## src/rtl/benes_cfg_ctrl.sv

```systemverilog
// ============================================================================
// benes_cfg_ctrl
// ----------------------------------------------------------------------------
// Configuration sequencer for an 8-port Benes fabric made of NUM_STAGES
// pipelined stages of SW_PER_STAGE 2x2 switches.
//
// A new route arrives one stage per beat over a valid/ready handshake. Each
// beat is collected into a shadow register for that stage. When the last beat
// has been taken, the controller waits for frame_sync and then copies the
// shadow route into the active registers as a wavefront. Stage k is updated
// k*STAGE_LAT cycles after stage 0, so it changes exactly when the first beat
// of the synchronised frame reaches it. Every frame in flight therefore sees
// one consistent route.
//
// Ports:
//   clk           fabric clock, rising edge
//   rst_n         asynchronous active-low reset
//   cfg_valid     cfg beat valid
//   cfg_ready     controller accepts a beat (high in IDLE and LOAD)
//   cfg_stage     target stage index of the beat
//   cfg_bits      switch settings for that stage; bit i drives switch i
//   cfg_last      final beat of this route
//   cfg_par       even parity over cfg_bits (only with BENES_CFG_PARITY_EN)
//   frame_sync    first beat of a frame is at the stage 0 input this cycle
//   switch_set_o  active settings; stage k at [k*SW_PER_STAGE +: SW_PER_STAGE]
//   busy          high while the FSM is not IDLE
//   applied       one-cycle pulse after the last stage has been updated
//   cfg_err       one-cycle pulse after a rejected beat
//
// Build option:
//   BENES_CFG_PARITY_EN  adds cfg_par. An accepted beat with bad parity is
//                        dropped entirely, including its cfg_last.
// ============================================================================
module benes_cfg_ctrl #(
    parameter int NUM_STAGES   = 5,
    parameter int SW_PER_STAGE = 4,
    parameter int STAGE_LAT    = 1
) (
    input  logic                               clk,
    input  logic                               rst_n,
    input  logic                               cfg_valid,
    output logic                               cfg_ready,
    input  logic [2:0]                         cfg_stage,
    input  logic [SW_PER_STAGE-1:0]            cfg_bits,
    input  logic                               cfg_last,
`ifdef BENES_CFG_PARITY_EN
    input  logic                               cfg_par,
`endif
    input  logic                               frame_sync,
    output logic [NUM_STAGES*SW_PER_STAGE-1:0] switch_set_o,
    output logic                               busy,
    output logic                               applied,
    output logic                               cfg_err
);

    // The cycle counter measures edges since the frame_sync edge.
    // The last stage loads when the count reaches LAST_CNT.
    localparam int LAST_CNT = (NUM_STAGES - 1) * STAGE_LAT;
    localparam int CNT_W    = (LAST_CNT < 2) ? 1 : $clog2(LAST_CNT + 1);

    typedef enum logic [1:0] {
        IDLE  = 2'd0,
        LOAD  = 2'd1,
        ARMED = 2'd2,
        APPLY = 2'd3
    } state_e;

    state_e                  state_q, state_d;
    logic [CNT_W-1:0]        cnt_q, cnt_d;
    logic                    applied_q, applied_d;
    logic                    cfg_err_q, cfg_err_d;

    logic [SW_PER_STAGE-1:0] shadow_q [NUM_STAGES];
    logic [SW_PER_STAGE-1:0] active_q [NUM_STAGES];
    logic [NUM_STAGES-1:0]   shadow_we;
    logic [NUM_STAGES-1:0]   active_ld;

    logic accept;
    logic in_range;
    logic par_ok;
    logic beat_ok;

    assign cfg_ready = (state_q == IDLE) || (state_q == LOAD);
    assign accept    = cfg_valid && cfg_ready;
    assign in_range  = (32'(cfg_stage) < 32'(NUM_STAGES));

`ifdef BENES_CFG_PARITY_EN
    assign par_ok = ~(^{cfg_bits, cfg_par});
`else
    assign par_ok = 1'b1;
`endif

    // A beat with good parity still counts toward the route, even if its stage
    // index is out of range. Its cfg_last must still arm the controller.
    assign beat_ok = accept && par_ok;

    // ------------------------------------------------------------------
    // Per-stage shadow and active registers
    // ------------------------------------------------------------------
    genvar gi;
    generate
        for (gi = 0; gi < NUM_STAGES; gi++) begin : g_stage
            assign shadow_we[gi] = beat_ok && in_range && (cfg_stage == 3'(gi));

            // Stage 0 loads on the frame_sync edge. Later stages are delayed
            // by their depth in the pipeline.
            if (gi == 0) begin : g_first
                assign active_ld[gi] = (state_q == ARMED) && frame_sync;
            end else begin : g_rest
                assign active_ld[gi] = (state_q == APPLY) &&
                                       (cnt_q == CNT_W'(gi * STAGE_LAT));
            end

            always_ff @(posedge clk or negedge rst_n) begin
                if (!rst_n) begin
                    shadow_q[gi] <= '0;
                    active_q[gi] <= '0;
                end else begin
                    if (shadow_we[gi]) begin
                        shadow_q[gi] <= cfg_bits;
                    end
                    if (active_ld[gi]) begin
                        active_q[gi] <= shadow_q[gi];
                    end
                end
            end

            assign switch_set_o[gi*SW_PER_STAGE +: SW_PER_STAGE] = active_q[gi];
        end
    endgenerate

    // ------------------------------------------------------------------
    // Control FSM
    // ------------------------------------------------------------------
    always_ff @(posedge clk or negedge rst_n) begin
        if (!rst_n) begin
            state_q   <= IDLE;
            cnt_q     <= '0;
            applied_q <= 1'b0;
            cfg_err_q <= 1'b0;
        end else begin
            state_q   <= state_d;
            cnt_q     <= cnt_d;
            applied_q <= applied_d;
            cfg_err_q <= cfg_err_d;
        end
    end

    always_comb begin
        state_d   = state_q;
        cnt_d     = cnt_q;
        applied_d = 1'b0;
        cfg_err_d = accept && (!par_ok || !in_range);

        case (state_q)
            IDLE, LOAD: begin
                if (beat_ok) begin
                    state_d = cfg_last ? ARMED : LOAD;
                end
            end
            ARMED: begin
                if (frame_sync) begin
                    state_d = APPLY;
                    cnt_d   = CNT_W'(1);
                end
            end
            APPLY: begin
                // frame_sync is ignored here, so the wavefront is never
                // restarted once it has begun.
                if (cnt_q == CNT_W'(LAST_CNT)) begin
                    state_d   = IDLE;
                    cnt_d     = '0;
                    applied_d = 1'b1;
                end else begin
                    cnt_d = cnt_q + CNT_W'(1);
                end
            end
            default: begin
                state_d = IDLE;
                cnt_d   = '0;
            end
        endcase
    end

    assign busy    = (state_q != IDLE);
    assign applied = applied_q;
    assign cfg_err = cfg_err_q;

endmodule

```

## config.mk

```make
export PLATFORM = sky130hd
export DESIGN_NAME = benes_cfg_ctrl
export DESIGN_NICKNAME = d
export VERILOG_FILES = /design/src/rtl/benes_cfg_ctrl.sv
export SDC_FILE = /design/constraint.sdc
export NUM_CORES = 1
export LEC_CHECK = 0
export CAP_MARGIN = 20
export CORE_MARGIN = 10
export CORE_UTILIZATION = 40
export CTS_CLUSTER_DIAMETER = 120
export DETAILED_ROUTE_END_ITERATION = 6
export PLACE_DENSITY = 0.64
export SLEW_MARGIN = 20
export SYNTH_ARGS = -nofsm -noshare
export SYNTH_HDL_FRONTEND = slang
export SYNTH_SLANG_ARGS = --single-unit
```

## constraint.sdc

```tcl
create_clock -name clk -period 2.6 [get_ports clk]
set_input_delay 0.65 -clock clk [delete_from_list [all_inputs] [get_ports clk]]
set_output_delay 0.65 -clock clk [all_outputs]
set_load 0.05 [all_outputs]
```

[Word-level counts from Yosys, hierarchy flattened]
Index checks and enable logic that the tools add are counted.
Word-level totals
  bits of input ports: 12
  flip-flop bits (word level): 47
  output and inout bits: 24
  logic and storage cells: 62
Operators by class
  multiplexer cells: 10
  add/sub/neg operators: 1
  eq/ne operators: 14
  reductions and logical operators: 22
  magnitude comparators: 1
Operator list (count)
  logical AND 1 bit: 13
  == test 3 x 2 -> 1 bit, second input constant: 4
  two-way mux 2 bit: 4
  == test 3 x 1 -> 1 bit, second input constant: 2
  == test 3 bit, second input constant: 2
  two-way mux 3 bit: 2
  case mux 2 bit (3 select lines): 1
  case mux 3 bit (2 select lines): 1
  == test 2 bit, second input constant: 2
  != test 2 bit, second input constant: 2
  nonzero test 2 bit: 2
  adder 3 x 1 -> 3 bit, second input constant: 1
  logical NOT 3 bit: 1
  < comparator 3 bit, second input constant: 1
  AND reduction 3 bit: 1
  == test 2 x 1 -> 1 bit, second input constant: 1
  logical NOT 2 bit: 1
  two-way mux 1 bit: 2
  != test 2 x 1 -> 1 bit, second input constant: 1
  AND reduction 2 bit: 1
  OR reduction 2 bit: 1
  logical NOT 1 bit: 1
  logical OR 1 bit: 1

[Logic depth before layout (Yosys ltp)]
Gate-level depths: netlist of run 1.
  depth in word-level cells: 5
  gate-level depth with buffers: 5

[Least setup slack after synthesis of run 1]
Ideal clock, no wire load.
  kind: register -> output
  start point: register state_q[1]
  end point: output busy
  path slack: 687 ps
  stages on the path, launching flop included: 4
  arrival: 1263 ps
  buffers on the path: 1
  cell sequence: dfrtp_1 -> buf_6 -> inv_1 -> nand2_1
On the way
  cells in the longest elaborated chain, start to end: 1
Ends and longest elaborated chain
  start, declared: RTL line 68  | state_e state_q, state_d;
  start signal, assigned: RTL line 142  | state_q <= state_d;
  nonzero test 2 bit: RTL line 185  | assign busy = (state_q != IDLE);
  end, declared: RTL line 51  | output logic busy,
Every way passes these cells.

[Final worst setup path of run 1]
  start point: register state_q[1]
  end point: output cfg_ready
On the way
  cells in the longest elaborated chain, start to end: 2
  elaborated cells on any way between the ends: 3
  classes of those cells: eq/ne (1); reduce/logical (2)
Ends and longest elaborated chain
  == test 2 x 1 -> 1 bit / logical NOT 2 bit (equally long branches): RTL line 83  | assign cfg_ready = (state_q == IDLE) || (state_q == LOAD);
  logical OR 1 bit (*): RTL line 83
  end, declared: RTL line 42  | output logic cfg_ready,
Every way passes the cells marked *; elsewhere a longest branch is shown, timed or not.

==> impl_metrics.tcl, run 1 <==
set metrics [dict create \
    status "complete, no violations" \
    initial_utilization 0.411 \
    grt_start_max_net_pins 19 \
    cts.path.max_buffers 2 \
    ys_ff_latch 47 \
    synth.yosys.seq_area_share 0.605 \
    grt_most_used_layer "met2" \
    worst_slew_pin_slew_ns 0.525 \
    count_of_flip_flops_with_a_built_in_enable_after_synthesis 0 \
    final.setup.tns_ns 0 \
    placementRows 25 \
    via_count_of_the_first_global_routing_pass 1308 \
    synth_top_area_cell "sky130_fd_sc_hd__dfrtp_1" \
    clock_latency_ns 0.29 \
    timing.max_slew.rel_slack 0.649 \
    synth.avg_cell_area_um2 14.7 \
    cp.buffers_inverters 2 \
    global_route.usage.met2 0.164 \
    drt_first_pass_iters 3 \
    synthesis.area_mm2 0.00194 \
    avgViaCountPerCell 4.82 \
    worst_reg2reg_path_startpoint "state_q[1]" \
    die_area_mm2 0.00805 \
    crit_path_leading_delay_family "buffers and inverters" \
    io_buffers 35 \
    holdCritPathClass "primary input to asynchronous set/reset pin" \
    timing.max_cap.violations 0 \
    grtUsageMet1 0.132 \
    grt.total_usage 0.108 \
    required_ns 1.95 \
    timing.reg2reg.worst_path_depth 3 \
    antenna_violations_before_repair 0 \
    cts-buffers-inserted 5 \
    first_pass_grt_wire_length_mm 6.60 \
    total_detailed_routing_wirelength_mm 3.87 \
    finalSetupViolations 0 \
    post_cts_resized 0 \
    nets_final 192 \
    grt-ovfl-total 0 \
    cts_root_buffer "sky130_fd_sc_hd__clkbuf_8" \
    insertedDiodeCount 0 \
    clkSinkCount 47 \
    synth_top_flop_cell "sky130_fd_sc_hd__dfrtp_1" \
    dp_hpwl_mm 3.05 \
    crit_path_max_incr_delay_ns 0.83 \
    r2r_end "shadow_q[15]" \
    layout-drive-gt1-share 0.324 \
    netlist-cell-type-count 22 \
    critPathKind "register to output port" \
    die_width_um 89.7 \
    timing.reg2reg.setup_slack_ns 1.01 \
    core_region_area_mm2 0.00472 \
    htree_num_levels 2 \
    finalWorstPathRequiredPeriod_ns 2.44 \
    number_of_top_level_pins 36 \
    p_leak_uw 0.00113 \
    synthesis.nets 149 \
    finish.utilization 0.521 \
    yosys-top-cells-count "sky130_fd_sc_hd__dfrtp_1 (47), sky130_fd_sc_hd__mux2_2 (40), sky130_fd_sc_hd__nand2_1 (9), sky130_fd_sc_hd__inv_1 (7), sky130_fd_sc_hd__ha_1 (5)" \
    min_period_over_period 0.939 \
    power_density_mw_per_mm2 1210 \
    place.gp.congestion 0.816 \
    path_clk_slew_ns 0.08 \
    cts_tree "done" \
    synth.top_cell.area_share 0.605 \
    post-cts-setup-buffers 0 \
    ys_warn_count 0 \
    startpoint_type_of_the_worst_setup_path "register" \
    end_kind "output port" \
    crit_fanout 9 \
    cp_data_arrival_time_ns 1.79 \
    synthMostInstantiatedCell "sky130_fd_sc_hd__dfrtp_1" \
    num_vias 1172 \
    hold_viol_final 0 \
    die_height_um 89.7 \
    unrepaired_setup_endpoints_after_global_routing "false" \
    postRouteAntennaNets 0 \
    netlist_instances 132 \
    crit_slowest_cell "sky130_fd_sc_hd__clkdlybuf4s50_1" \
    area_delta_synth_final_pct 26.6 \
    worst_ir_drop_vdd_v 0.000627 \
    fin_skew_ns 0.00635 \
    initialDrtViolationCount 7 \
    final_max_slew_viol_count 0 \
    postCtsHoldBufs 0 \
    detail_route.wl_per_cell_um 15.9 \
    crit_path_cells "inv_1 > clkdlybuf4s50_1" \
    ys_async_sr_fraction 1.00 \
    synth.area.top_cells "sky130_fd_sc_hd__dfrtp_1 (61%), sky130_fd_sc_hd__mux2_2 (23%), sky130_fd_sc_hd__ha_1 (3.2%)" \
    global_route.usage.met3 0.0469 \
    drc_markers 0 \
    timing.fmax_ghz 0.410 \
]
[sequential cells by signal, indices dropped and copies added, names as in the netlist]
name	count
cnt_q	3
state_q	2
shadow_q	20
switch_set_o	20
applied	1
cfg_err	1
[cell families (layout without fill, tap and decap cells)]
kind of cell             count (synthesis)  count (layout)  synth area share
AO/OA/AOI/OAI                            9               9            0.0322
buffers and inverters                    8              52            0.0193
multiplexers                            41              41             0.237
adder cells (fa/ha/maj)                  5               5            0.0322
flip-flops                              47              47             0.605
AND/OR/NAND/NOR                         22              22            0.0741
[worst register-to-register path, cell delays in order (launching register included)]
cell and delay, ns:
sky130_fd_sc_hd__dfrtp_1 0.49, sky130_fd_sc_hd__nor3b_4 0.36, sky130_fd_sc_hd__and3b_4 0.28, sky130_fd_sc_hd__mux2_2 0.34
[cell type report]
class / instances / area [um^2]
multi-input combinational: 77 / 729
tap: 67 / 83.8
fill: 409 / 2260
clock inverter: 1 / 5.00
inverter: 7 / 26.3
clock buffer: 7 / 76.3
timing repair buffer: 37 / 363
sequential: 47 / 1180
[layout by cell type (no fill, tap or decap), types with 2 or more instances in the layout]
cell and count:
sky130_fd_sc_hd__buf_4 2, sky130_fd_sc_hd__nand3_1 2, sky130_fd_sc_hd__dfrtp_1 47, sky130_fd_sc_hd__ha_1 5, sky130_fd_sc_hd__nand2_1 9, sky130_fd_sc_hd__a32o_1 2
sky130_fd_sc_hd__clkdlybuf4s50_1 33, sky130_fd_sc_hd__nand3_2 2, sky130_fd_sc_hd__clkbuf_1 2, sky130_fd_sc_hd__clkbuf_8 5, sky130_fd_sc_hd__inv_1 7, sky130_fd_sc_hd__a21oi_1 2
sky130_fd_sc_hd__nor2_1 3, sky130_fd_sc_hd__mux2_2 40, sky130_fd_sc_hd__o21ai_0 2
[how the worst max path moves through the flow]
stage / cells past startpoint / endpoint / startpoint
floorplan: 3 / busy / state_q[1]
global placement: 4 / shadow_q[12] / cfg_valid
detailed placement: 4 / shadow_q[15] / cfg_valid
CTS: 3 / busy / state_q[1]
global route: 2 / cfg_ready / state_q[1]
finish: 2 / cfg_ready / state_q[1]
[routing by layer]
metal / share of wire / wire length, um
met5: 0 / 0
met4: 0.0088 / 34
met3: 0.077 / 297
met2: 0.47 / 1810
met1: 0.45 / 1730
[where the power goes]
part           internal (uW)  switching, uW  leakage [uW]
sequential              1040            182      0.000593
combinational            561            796      0.000492
clock                    189            218     0.0000422
[stage by stage]
| stage | total power [uW] | instance area [um^2] | hold slack [ns] | setup slack (ns) | cells |
|---|---|---|---|---|---|
| 6_report | 2990 | 2460 | 0.222 | 0.159 | 243 |
| 5_1_grt | 3170 | 2460 | 0.222 | 0.0830 | 243 |
| 3_5_place_dp | 2620 | 2380 | 0.490 | 0.373 | 235 |
| 3_3_place_gp | 2570 | 2380 | 0.487 | 0.408 | 235 |
| 4_1_cts | 3040 | 2460 | 0.216 | 0.0750 | 243 |
| 2_1_floorplan | 2160 | 1940 | 0.354 | 0.687 | 132 |
(Power assumes the default switching activity.)
==> run 2: changes to the inputs <==
--- a/config.mk
+++ b/config.mk
@@ -5,12 +5,14 @@
 export SDC_FILE = /design/constraint.sdc
 export NUM_CORES = 1
 export LEC_CHECK = 0
-export CAP_MARGIN = 20
+export CAP_MARGIN = 25
 export CORE_MARGIN = 10
 export CORE_UTILIZATION = 40
 export CTS_CLUSTER_DIAMETER = 120
+export CTS_CLUSTER_SIZE = 20
 export DETAILED_ROUTE_END_ITERATION = 6
 export PLACE_DENSITY = 0.64
+export SKIP_LAST_GASP = 1
 export SLEW_MARGIN = 20
 export SYNTH_ARGS = -nofsm -noshare
 export SYNTH_HDL_FRONTEND = slang
==> results of run 2 <==
Same layout as run 1: the final DEF is identical, and so are final timing and power.
